`src/rtl/rc4_pkg.sv`:
```
// rtl/rc4_pkg.sv - shared RC4 datapath types and default widths
package rc4_pkg;

  localparam int RC4_ADDR_W = 8;
  localparam int RC4_DATA_W = 8;
  localparam int RC4_KEY_W  = 24;

  typedef enum logic [2:0] {
    PH_IDLE = 3'd0,
    PH_INIT = 3'd1,
    PH_KSA  = 3'd2,
    PH_PRGA = 3'd3,
    PH_DONE = 3'd4,
    PH_ERR  = 3'd5
  } phase_t;

endpackage

```
`src/rtl/rc4_phase_ctrl_if.sv`:
```
// rtl/rc4_phase_ctrl_if.sv - controller-to-engine/memory signal bundle
interface rc4_phase_ctrl_if
  import rc4_pkg::*;
#(
  parameter int ADDR_W = RC4_ADDR_W,
  parameter int DATA_W = RC4_DATA_W,
  parameter int KEY_W  = RC4_KEY_W
) ();

  logic              start;
  logic [KEY_W-1:0]  key;
  logic [KEY_W-1:0]  key_q;

  logic              init_start;
  logic              ksa_start;
  logic              prga_start;
  logic              init_finished;
  logic              ksa_finished;
  logic              prga_finished;

  logic [ADDR_W-1:0] init_addr;
  logic [ADDR_W-1:0] ksa_addr;
  logic [ADDR_W-1:0] prga_addr;
  logic [DATA_W-1:0] init_wdata;
  logic [DATA_W-1:0] ksa_wdata;
  logic [DATA_W-1:0] prga_wdata;
  logic              init_we;
  logic              ksa_we;
  logic              prga_we;

  logic [ADDR_W-1:0] mem_addr;
  logic [DATA_W-1:0] mem_wdata;
  logic              mem_we;

  logic [2:0]        phase;
  logic              busy;
  logic              done;
  logic              error;

  modport master (
    input  start, key,
    input  init_finished, ksa_finished, prga_finished,
    input  init_addr, ksa_addr, prga_addr,
    input  init_wdata, ksa_wdata, prga_wdata,
    input  init_we, ksa_we, prga_we,
    output key_q, init_start, ksa_start, prga_start,
    output mem_addr, mem_wdata, mem_we,
    output phase, busy, done, error
  );

  modport slave (
    output start, key,
    output init_finished, ksa_finished, prga_finished,
    output init_addr, ksa_addr, prga_addr,
    output init_wdata, ksa_wdata, prga_wdata,
    output init_we, ksa_we, prga_we,
    input  key_q, init_start, ksa_start, prga_start,
    input  mem_addr, mem_wdata, mem_we,
    input  phase, busy, done, error
  );

endinterface

```
`src/rtl/rise_detect.sv`:
```
// rtl/rise_detect.sv - registered rising-edge detector with re-arm on phase entry
module rise_detect (
  input  logic clk,
  input  logic clr,
  input  logic arm,
  input  logic en,
  input  logic d,
  output logic rise
);

  logic prev;

  // On arm the history is cleared and reloaded with the live level, so a level
  // left high by an earlier run counts as already seen rather than as an edge.
  always_ff @(posedge clk or posedge clr) begin
    if (clr) begin
      prev <= 1'b0;
    end else if (arm || en) begin
      prev <= d;
    end
  end

  assign rise = en & d & ~prev;

endmodule

```
`src/rtl/rc4_phase_ctrl.sv`:
```
// rtl/rc4_phase_ctrl.sv - RC4 phase sequencer and S-memory port arbiter
module rc4_phase_ctrl
  import rc4_pkg::*;
#(
  parameter int ADDR_W  = RC4_ADDR_W,
  parameter int DATA_W  = RC4_DATA_W,
  parameter int KEY_W   = RC4_KEY_W,
  parameter int TIMEOUT = 4096
) (
  input  logic             clk,
  input  logic             clr,
  rc4_phase_ctrl_if.master bus
);

  localparam logic [2:0] S_IDLE = 3'(PH_IDLE);
  localparam logic [2:0] S_INIT = 3'(PH_INIT);
  localparam logic [2:0] S_KSA  = 3'(PH_KSA);
  localparam logic [2:0] S_PRGA = 3'(PH_PRGA);
  localparam logic [2:0] S_DONE = 3'(PH_DONE);
  localparam logic [2:0] S_ERR  = 3'(PH_ERR);

  // Counter only needs to reach TIMEOUT-1.
  localparam int              WD_W    = (TIMEOUT > 2) ? $clog2(TIMEOUT) : 1;
  localparam logic [WD_W-1:0] WD_LAST = WD_W'(TIMEOUT - 1);

  logic [2:0]        state;
  logic [2:0]        state_nxt;
  logic              idle_like;
  logic              accept;
  logic              busy_w;
  logic              wd_expired;
  logic [WD_W-1:0]   wd_cnt;
  logic [KEY_W-1:0]  key_r;

  logic              enter_init;
  logic              enter_ksa;
  logic              enter_prga;
  logic              init_rise;
  logic              ksa_rise;
  logic              prga_rise;

  logic              init_start_r;
  logic              ksa_start_r;
  logic              prga_start_r;

  logic [ADDR_W-1:0] addr_mux;
  logic [DATA_W-1:0] wdata_mux;
  logic              we_mux;

  assign idle_like  = (state == S_IDLE) || (state == S_DONE) || (state == S_ERR);
  assign busy_w     = (state == S_INIT) || (state == S_KSA) || (state == S_PRGA);
  assign accept     = idle_like && bus.start;
  assign wd_expired = (TIMEOUT != 0) && (wd_cnt == WD_LAST);

  assign enter_init = (state_nxt == S_INIT) && (state != S_INIT);
  assign enter_ksa  = (state_nxt == S_KSA)  && (state != S_KSA);
  assign enter_prga = (state_nxt == S_PRGA) && (state != S_PRGA);

  rise_detect u_init_rise (
    .clk  (clk),
    .clr  (clr),
    .arm  (enter_init),
    .en   (state == S_INIT),
    .d    (bus.init_finished),
    .rise (init_rise)
  );

  rise_detect u_ksa_rise (
    .clk  (clk),
    .clr  (clr),
    .arm  (enter_ksa),
    .en   (state == S_KSA),
    .d    (bus.ksa_finished),
    .rise (ksa_rise)
  );

  rise_detect u_prga_rise (
    .clk  (clk),
    .clr  (clr),
    .arm  (enter_prga),
    .en   (state == S_PRGA),
    .d    (bus.prga_finished),
    .rise (prga_rise)
  );

  // Next phase: a finished edge beats a simultaneous watchdog expiry.
  always_comb begin
    state_nxt = state;
    case (state)
      S_IDLE, S_DONE, S_ERR: if (bus.start) state_nxt = S_INIT;
      S_INIT: begin
        if (init_rise)       state_nxt = S_KSA;
        else if (wd_expired) state_nxt = S_ERR;
      end
      S_KSA: begin
        if (ksa_rise)        state_nxt = S_PRGA;
        else if (wd_expired) state_nxt = S_ERR;
      end
      S_PRGA: begin
        if (prga_rise)       state_nxt = S_DONE;
        else if (wd_expired) state_nxt = S_ERR;
      end
      default: state_nxt = S_IDLE;
    endcase
  end

  // Phase register.
  always_ff @(posedge clk or posedge clr) begin
    if (clr) begin
      state <= S_IDLE;
    end else begin
      state <= state_nxt;
    end
  end

  // Watchdog: restarts on every phase change, counts busy cycles, saturates.
  always_ff @(posedge clk or posedge clr) begin
    if (clr) begin
      wd_cnt <= '0;
    end else if (state_nxt != state) begin
      wd_cnt <= '0;
    end else if (busy_w && (wd_cnt != '1)) begin
      wd_cnt <= wd_cnt + 1'b1;
    end
  end

  // Key is captured only when a run is accepted; busy-time starts leave it alone.
  always_ff @(posedge clk or posedge clr) begin
    if (clr) begin
      key_r <= '0;
    end else if (accept) begin
      key_r <= bus.key;
    end
  end

  // Engine start pulses, high for the first cycle of their phase.
  always_ff @(posedge clk or posedge clr) begin
    if (clr) begin
      init_start_r <= 1'b0;
      ksa_start_r  <= 1'b0;
      prga_start_r <= 1'b0;
    end else begin
      init_start_r <= enter_init;
      ksa_start_r  <= enter_ksa;
      prga_start_r <= enter_prga;
    end
  end

  // Memory port goes to the engine owning the current phase; parked otherwise.
  always_comb begin
    addr_mux  = '0;
    wdata_mux = '0;
    we_mux    = 1'b0;
    case (state)
      S_INIT: begin
        addr_mux  = bus.init_addr;
        wdata_mux = bus.init_wdata;
        we_mux    = bus.init_we;
      end
      S_KSA: begin
        addr_mux  = bus.ksa_addr;
        wdata_mux = bus.ksa_wdata;
        we_mux    = bus.ksa_we;
      end
      S_PRGA: begin
        addr_mux  = bus.prga_addr;
        wdata_mux = bus.prga_wdata;
        we_mux    = bus.prga_we;
      end
      default: ;
    endcase
  end

  assign bus.mem_addr   = addr_mux;
  assign bus.mem_wdata  = wdata_mux;
  assign bus.mem_we     = we_mux;
  assign bus.key_q      = key_r;
  assign bus.init_start = init_start_r;
  assign bus.ksa_start  = ksa_start_r;
  assign bus.prga_start = prga_start_r;
  assign bus.phase      = state;
  assign bus.busy       = busy_w;
  assign bus.done       = (state == S_DONE);
  assign bus.error      = (state == S_ERR);

endmodule

```
`src/flat_wrapper.sv`:
```
// flat-port wrapper written by rule: the top's interface ports become plain ports
module rc4_phase_ctrl_flat import rc4_pkg::*;
#(
  parameter int ADDR_W  = RC4_ADDR_W,
  parameter int DATA_W  = RC4_DATA_W,
  parameter int KEY_W   = RC4_KEY_W,
  parameter int TIMEOUT = 4096
)
  (clk, clr, bus_start, bus_key, bus_init_finished, bus_ksa_finished, bus_prga_finished, bus_init_addr, bus_ksa_addr, bus_prga_addr, bus_init_wdata, bus_ksa_wdata, bus_prga_wdata, bus_init_we, bus_ksa_we, bus_prga_we, bus_key_q, bus_init_start, bus_ksa_start, bus_prga_start, bus_mem_addr, bus_mem_wdata, bus_mem_we, bus_phase, bus_busy, bus_done, bus_error);
  rc4_phase_ctrl_if #(.ADDR_W(ADDR_W), .DATA_W(DATA_W), .KEY_W(KEY_W)) bus_i ();
  input  logic clk;
  input  logic clr;
  input wire logic [$bits(bus_i.start)-1:0] bus_start;
  input wire logic [$bits(bus_i.key)-1:0] bus_key;
  input wire logic [$bits(bus_i.init_finished)-1:0] bus_init_finished;
  input wire logic [$bits(bus_i.ksa_finished)-1:0] bus_ksa_finished;
  input wire logic [$bits(bus_i.prga_finished)-1:0] bus_prga_finished;
  input wire logic [$bits(bus_i.init_addr)-1:0] bus_init_addr;
  input wire logic [$bits(bus_i.ksa_addr)-1:0] bus_ksa_addr;
  input wire logic [$bits(bus_i.prga_addr)-1:0] bus_prga_addr;
  input wire logic [$bits(bus_i.init_wdata)-1:0] bus_init_wdata;
  input wire logic [$bits(bus_i.ksa_wdata)-1:0] bus_ksa_wdata;
  input wire logic [$bits(bus_i.prga_wdata)-1:0] bus_prga_wdata;
  input wire logic [$bits(bus_i.init_we)-1:0] bus_init_we;
  input wire logic [$bits(bus_i.ksa_we)-1:0] bus_ksa_we;
  input wire logic [$bits(bus_i.prga_we)-1:0] bus_prga_we;
  output wire logic [$bits(bus_i.key_q)-1:0] bus_key_q;
  output wire logic [$bits(bus_i.init_start)-1:0] bus_init_start;
  output wire logic [$bits(bus_i.ksa_start)-1:0] bus_ksa_start;
  output wire logic [$bits(bus_i.prga_start)-1:0] bus_prga_start;
  output wire logic [$bits(bus_i.mem_addr)-1:0] bus_mem_addr;
  output wire logic [$bits(bus_i.mem_wdata)-1:0] bus_mem_wdata;
  output wire logic [$bits(bus_i.mem_we)-1:0] bus_mem_we;
  output wire logic [$bits(bus_i.phase)-1:0] bus_phase;
  output wire logic [$bits(bus_i.busy)-1:0] bus_busy;
  output wire logic [$bits(bus_i.done)-1:0] bus_done;
  output wire logic [$bits(bus_i.error)-1:0] bus_error;
  assign bus_i.start = bus_start;
  assign bus_i.key = bus_key;
  assign bus_i.init_finished = bus_init_finished;
  assign bus_i.ksa_finished = bus_ksa_finished;
  assign bus_i.prga_finished = bus_prga_finished;
  assign bus_i.init_addr = bus_init_addr;
  assign bus_i.ksa_addr = bus_ksa_addr;
  assign bus_i.prga_addr = bus_prga_addr;
  assign bus_i.init_wdata = bus_init_wdata;
  assign bus_i.ksa_wdata = bus_ksa_wdata;
  assign bus_i.prga_wdata = bus_prga_wdata;
  assign bus_i.init_we = bus_init_we;
  assign bus_i.ksa_we = bus_ksa_we;
  assign bus_i.prga_we = bus_prga_we;
  assign bus_key_q = bus_i.key_q;
  assign bus_init_start = bus_i.init_start;
  assign bus_ksa_start = bus_i.ksa_start;
  assign bus_prga_start = bus_i.prga_start;
  assign bus_mem_addr = bus_i.mem_addr;
  assign bus_mem_wdata = bus_i.mem_wdata;
  assign bus_mem_we = bus_i.mem_we;
  assign bus_phase = bus_i.phase;
  assign bus_busy = bus_i.busy;
  assign bus_done = bus_i.done;
  assign bus_error = bus_i.error;
  rc4_phase_ctrl #(.ADDR_W(ADDR_W), .DATA_W(DATA_W), .KEY_W(KEY_W), .TIMEOUT(TIMEOUT)) u_core (.clk(clk), .clr(clr), .bus(bus_i));
endmodule
```
`config.mk`:
```
export PLATFORM = sky130hd
export DESIGN_NAME = rc4_phase_ctrl_flat
export DESIGN_NICKNAME = d
export VERILOG_FILES = /design/src/rtl/rc4_pkg.sv /design/src/rtl/rc4_phase_ctrl_if.sv /design/src/rtl/rise_detect.sv /design/src/rtl/rc4_phase_ctrl.sv /design/src/flat_wrapper.sv
export SDC_FILE = /design/constraint.sdc
export NUM_CORES = 1
export LEC_CHECK = 0
export CORE_ASPECT_RATIO = 1.4
export CORE_MARGIN = 3
export CORE_UTILIZATION = 43
export DETAILED_ROUTE_END_ITERATION = 10
export PLACE_DENSITY = 0.95
export SYNTH_ARGS = -nofsm -noshare
export SYNTH_HDL_FRONTEND = slang
export SYNTH_SLANG_ARGS = --single-unit
export TNS_END_PERCENT = 100
```
`constraint.sdc`:
```
create_clock -name clk -period 3.6 [get_ports clk]
set_input_delay 0.9 -clock clk [delete_from_list [all_inputs] [get_ports clk]]
set_output_delay 0.9 -clock clk [all_outputs]
set_load 0.05 [all_outputs]
```
==> impl_metrics.tcl, run 1 <==
set metrics [dict create \
    dpl_cell_area_mm2 0.00404 \
    yosys.area_share.simple_pct 14.3 \
    maxCapViolCount 0 \
    layout_commonest_cell "clkdlybuf4s50_1" \
    ys.flop_type "dfrtp_1" \
    dieArea_mm2 0.00673 \
    layout.nets 447 \
    synth_top_family_by_area "multiplexers" \
    synth_compound_area_share_pct 12.2 \
    yosys.cell_types.count 44 \
    clkSlewWorstSetupHoldPaths_ns 0.08 \
    pwr-share-seq_pct 21.6 \
    yosysSeqAreaShare_pct 45.4 \
    reg2reg_to "u_core.u_init_rise.prev" \
    grt_pass1_wl_mm 12.7 \
    skew_ns 0.00871 \
    nFillCells 359 \
    place_inst 426 \
    switchingPower_w 0.00187 \
    antenna_found_initial 0 \
    syn_to_final_growth_pct 67.6 \
    cts_root_buf "clkbuf_8" \
    grtUsageTotal_pct 23.8 \
    ir_drop_mv 0.537 \
    cts_hold_buf 0 \
    core-area_mm2 0.00557 \
    synth-seq-cells 45 \
    overflow 0 \
    synth_edf_count 0 \
    vias_per_cell 5.57 \
    worst-slew-pin-transition_ns 0.982 \
    yosys_warnings 0 \
    synth-xor-area-share_pct 3.53 \
    clk_latency_ns 0.30 \
    stdcell_area_mm2 0.00416 \
    crit_type "flop to primary output" \
    end_kind "primary output" \
    drc_errors 0 \
    post_cts_buffers 0 \
    drt_pre_antenna_iters 4 \
    max-slew-margin-rel_pct 34.4 \
    io_pins 131 \
    p_leak_nw 1.71 \
    grt_max_degree 34 \
    start_util_pct 44.6 \
    syn_nets 316 \
    fin_crit_sh_pct 86.5 \
    antenna_left 0 \
    die_y_um 95.9 \
    layoutNonFillerInstCount 434 \
    die_x_um 70.2 \
    max_freq_ghz 0.321 \
    hold_viol 0 \
    tns_ns 0 \
    cts_buffer_depth 2 \
    cts.htree.levels 2 \
    pwr-share-comb_pct 68.2 \
    diodes 0 \
    required_ns 2.70 \
    cts_buffers 5 \
    clock_sinks 45 \
    status "complete, no violations" \
    port-buffer-count 130 \
    switching_share_pct 48.2 \
    r2r_setup_slack_ns 1.02 \
    multi_input_area_mm2 0.00127 \
    seq_area_mm2 0.00113 \
    hold_depth 1 \
    drtIter0Drc 245 \
    syn_area_mm2 0.00248 \
    syn_inst 234 \
    hp-class "flop to flop" \
    setup_viol 0 \
    p_int_w 0.00201 \
    gp_congestion 0.863 \
    cts_tree "built" \
    rsz0062_at_grt "false" \
    dp_hpwl_mm 6.06 \
    drt-total-wl_mm 7.94 \
    core.rowCount 32 \
    ys_async_sr_fraction_pct 100 \
    synth_mux_area_share_pct 20.4 \
    cts_resized 0 \
    synth_adder_area_share_pct 0.505 \
    power_frac_clock_pct 10.2 \
    rr_startpoint "u_core.wd_cnt[0]" \
    power.total_w 0.00387 \
    slew_violations 0 \
    powerDensity_mw_per_mm2 932 \
    hold_path_startpoint "u_core.u_prga_rise.prev" \
    whs_ns 0.496 \
    path_max_fanout 14 \
    cp-start-kind "flop" \
    vias 2419 \
    grt_pass1_vias 2644 \
    drive_gt1_share_pct 22.1 \
    synth.avg_cell_area_um2 10.6 \
    r2r_cells 7 \
    wl_per_cell_um 18.3 \
    layout.cells.most_common_list "112 x clkdlybuf4s50_1, 45 x dfrtp_1, 41 x mux2_2, 37 x nor2_1" \
    holdPathEnd "u_core.u_prga_rise.prev" \
    period_needed_ns 3.12 \
    arrival_ns 2.22 \
]
per-stage QoR:
stage               worst slack (ns)  util, %
finish                         0.484     74.7
global route                   0.349     74.7
CTS                            0.461     74.7
detailed placement             0.706     72.6
global placement               0.705     72.6
floorplan                      0.153        -
routing by layer:
metal,track usage (%),vias to the layer above,wire (um)
li1,-,1104,-
met2,48.4,112,4730
met3,3.76,22,398
met4,8.47,0,211
met5,0,-,0
met1,24.1,1181,2600
worst max-delay path by stage:
stage	startpoint	endpoint	slack, ns
3_3_place_gp	bus_prga_wdata[2]	bus_mem_wdata[2]	0.70
6_report	u_core.bus.phase[0]	bus_error	0.48
4_1_cts	u_core.bus.phase[0]	bus_error	0.46
2_1_floorplan	u_core.bus.phase[0]	bus_mem_addr[1]	0.15
3_5_place_dp	bus_ksa_wdata[1]	bus_mem_wdata[1]	0.71
5_1_grt	u_core.bus.phase[0]	bus_error	0.35
critical path, cell delays in order (launching register included):
cell	delay [ns]
dfrtp_1	0.72
inv_1	0.24
nor2_1	0.14
clkdlybuf4s50_1	0.82
sequential cells by signal, summed over array words and instances (netlist names):
register / count
u_core.bus.key_q: 24
u_core.u_init_rise.prev: 1
u_core.bus.ksa_start: 1
u_core.bus.prga_start: 1
u_core.bus.phase: 3
u_core.u_ksa_rise.prev: 1
u_core.bus.init_start: 1
u_core.u_prga_rise.prev: 1
u_core.wd_cnt: 12
Yosys cell counts, drive strengths merged (3+ instances only):
library cell | number | area (um2)
a21oi | 5 | 25.0
a22oi | 17 | 128
buf | 5 | 27.5
clkbuf | 9 | 33.8
dfrtp | 45 | 1130
inv | 8 | 30.0
mux2 | 44 | 495
nand2 | 4 | 15.0
nand2b | 4 | 25.0
nand4 | 8 | 56.3
nor2 | 37 | 139
nor3 | 3 | 15.0
o21ai | 5 | 25.0
xnor2 | 6 | 52.6
xor2 | 4 | 35.0
kinds of logic after synthesis:
kind of cell	after synthesis
AND/OR/NAND/NOR	70
multiplexers	45
flip-flops	45
AO/OA/AOI/OAI	41
buffers and inverters	22
XOR/XNOR	10
adder cells (fa/ha/maj)	1
power by group through the flow:
stage	sequential [W]	combinational (W)	clock, W
floorplan	0.00136	0.00108	0
global placement	0.000823	0.00258	0
detailed placement	0.000845	0.00264	0
CTS	0.000835	0.00265	0.000397
global route	0.000859	0.00275	0.000427
finish	0.000836	0.00264	0.000396
cell type report:
type	instances	share of cell area, %
clock buffer	7	2.08
clock inverter	1	0.723
inverter	8	0.723
multi-input combinational	167	30.5
sequential	45	27.1
tap	68	2.05
timing repair buffer	138	36.8
Note: power is estimated with default switching activity, not from simulation.
==> run 2, diff against run 1 <==
- clock period: 3.6 -> 3.87 ns (I/O delays scaled with it)
==> impl_metrics.tcl, run 2 (same netlist as run 1, synthesis figures left out) <==
set metrics [dict create \
    status "complete, no violations" \
    cts_buffers 5 \
    grt_pass1_vias 2560 \
    drt-total-wl_mm 7.77 \
    whs_ns 0.493 \
    r2r_setup_slack_ns 1.34 \
    vias 2340 \
    required_ns 2.90 \
    antenna_found_initial 0 \
    start_util_pct 44.6 \
    cts.htree.levels 2 \
    layout.nets 445 \
    grt_max_degree 46 \
    post_cts_buffers 0 \
    cts_tree "built" \
    dp_hpwl_mm 5.91 \
    critPathMaxStageDelay_ns 0.76 \
    wl_per_cell_um 18.0 \
    drtIter0Drc 114 \
    pwr-share-seq_pct 20.8 \
    dpl_cell_area_mm2 0.00403 \
    nFillCells 365 \
    die_x_um 70.2 \
    io_pins 131 \
    gp_congestion 0.928 \
    powerDensity_mw_per_mm2 870 \
    skew_ns 0.00504 \
    cp-start-kind "flop" \
    vias_per_cell 5.42 \
    overflow 0 \
    max_freq_ghz 0.317 \
    p_int_w 0.00185 \
    r2r_cells 7 \
    reg2reg_to "u_core.u_init_rise.prev" \
    crit_slowest_cell "clkdlybuf4s50_1" \
    power_frac_clock_pct 10.0 \
    cts_buffer_depth 2 \
    tns_ns 0 \
    path_max_fanout 8 \
    clock_sinks 45 \
    drive_gt1_share_pct 21.4 \
    switchingPower_w 0.00175 \
    setup_viol 0 \
    crit_end "bus_busy" \
    core.rowCount 32 \
    seq_area_mm2 0.00113 \
    dieArea_mm2 0.00673 \
    grt_pass1_wl_mm 12.0 \
    worst-slew-pin-transition_ns 0.783 \
    critPathLaunch "u_core.bus.phase[1]" \
    antenna_left 0 \
    final_core_util_pct 74.3 \
    layout_commonest_cell "clkdlybuf4s50_1" \
    diodes 0 \
    slew_violations 0 \
    port-buffer-count 130 \
    clkSlewWorstSetupHoldPaths_ns 0.08 \
    crit_buf_inv 2 \
    path_cells "o21bai_1 > inv_1 > clkdlybuf4s50_1" \
    max-slew-margin-rel_pct 47.4 \
    switching_share_pct 48.5 \
    end_kind "primary output" \
    rsz0062_at_grt "false" \
    critical_path.top_delay_family "buffers and inverters" \
    multi_input_area_mm2 0.00127 \
    arrival_ns 2.19 \
    stdcell_area_mm2 0.00414 \
    drc_errors 0 \
    largest_reg_flops 24 \
    core-area_mm2 0.00557 \
    cts_resized 0 \
    syn_to_final_growth_pct 66.9 \
    clk_latency_ns 0.31 \
    maxCapViolCount 0 \
    drt_pre_antenna_iters 4 \
    p_leak_nw 1.70 \
    cts_hold_buf 0 \
    die_y_um 95.9 \
    crit_type "flop to primary output" \
    grtUsageTotal_pct 22.9 \
    pwr-share-comb_pct 69.1 \
    fin_crit_sh_pct 81.5 \
    period_needed_ns 3.15 \
    crit_cells 3 \
    hold_viol 0 \
    rr_startpoint "u_core.wd_cnt[0]" \
    hp-class "flop to flop" \
    cts_root_buf "clkbuf_8" \
    layout.cells.most_common_list "113 x clkdlybuf4s50_1, 45 x dfrtp_1, 41 x mux2_2, 37 x nor2_1" \
    ir_drop_mv 0.514 \
]
## run 2: cell types whose count changed in the layout (fill, tap and decap cells not counted), sizes merged
cell and delta:
clkbuf -1, buf -3, clkdlybuf4s50 +1, clkinv +1
## run 2: power groups by stage
stage	clock (W)	sequential (W)	combinational, W
after floorplan	0	0.00126	0.00101
after global placement	0	0.000737	0.00243
after detailed placement	0	0.000758	0.00248
after CTS	0.000363	0.000749	0.00250
after global routing	0.000381	0.000770	0.00260
final	0.000362	0.000749	0.00249
## run 2: layer usage
metal	routed length [um]	GRT usage (%)	vias to the layer above	part of all wire (%)
met5	0	0	-	0
met4	306	11.0	0	3.9
met3	370	5.02	29	4.8
met2	4560	45.5	98	59
met1	2530	22.2	1115	33
li1	-	-	1098	-
## run 2: final cells by class
cell class	instances	share of cell area, %
Timing Repair Buffer	136	36.6
Multi-Input combinational cell	167	30.7
Sequential cell	45	27.2
Tap cell	68	2.06
Clock buffer	6	1.75
Clock inverter	2	0.937
Inverter	8	0.726
## run 2: worst min path at each step
stage	start	endpoint	slack [ns]	cells past startpoint
2_1_floorplan	u_core.u_init_rise.prev	u_core.u_init_rise.prev	0.45	1
3_3_place_gp	u_core.u_init_rise.prev	u_core.u_init_rise.prev	0.46	1
3_5_place_dp	u_core.u_prga_rise.prev	u_core.u_prga_rise.prev	0.47	1
4_1_cts	u_core.u_prga_rise.prev	u_core.u_prga_rise.prev	0.49	1
5_1_grt	u_core.u_prga_rise.prev	u_core.u_prga_rise.prev	0.51	1
6_report	u_core.u_prga_rise.prev	u_core.u_prga_rise.prev	0.49	1
## run 2: worst register-to-register path, stage by stage, from the launching register on
cell and delay, ns:
dfrtp_1 0.40, ha_1 0.29, nand3_1 0.15, or3_1 0.47, a311oi_2 0.37, inv_2 0.11
o32ai_2 0.28, mux2_1 0.35
## run 2: per-stage QoR
stage	setup slack (ns)	total power, W	std cells
2_1_floorplan	0.356	0.00227	234
3_3_place_gp	0.845	0.00317	424
3_5_place_dp	0.809	0.00324	424
4_1_cts	0.731	0.00361	432
5_1_grt	0.588	0.00375	432
6_report	0.717	0.00360	432
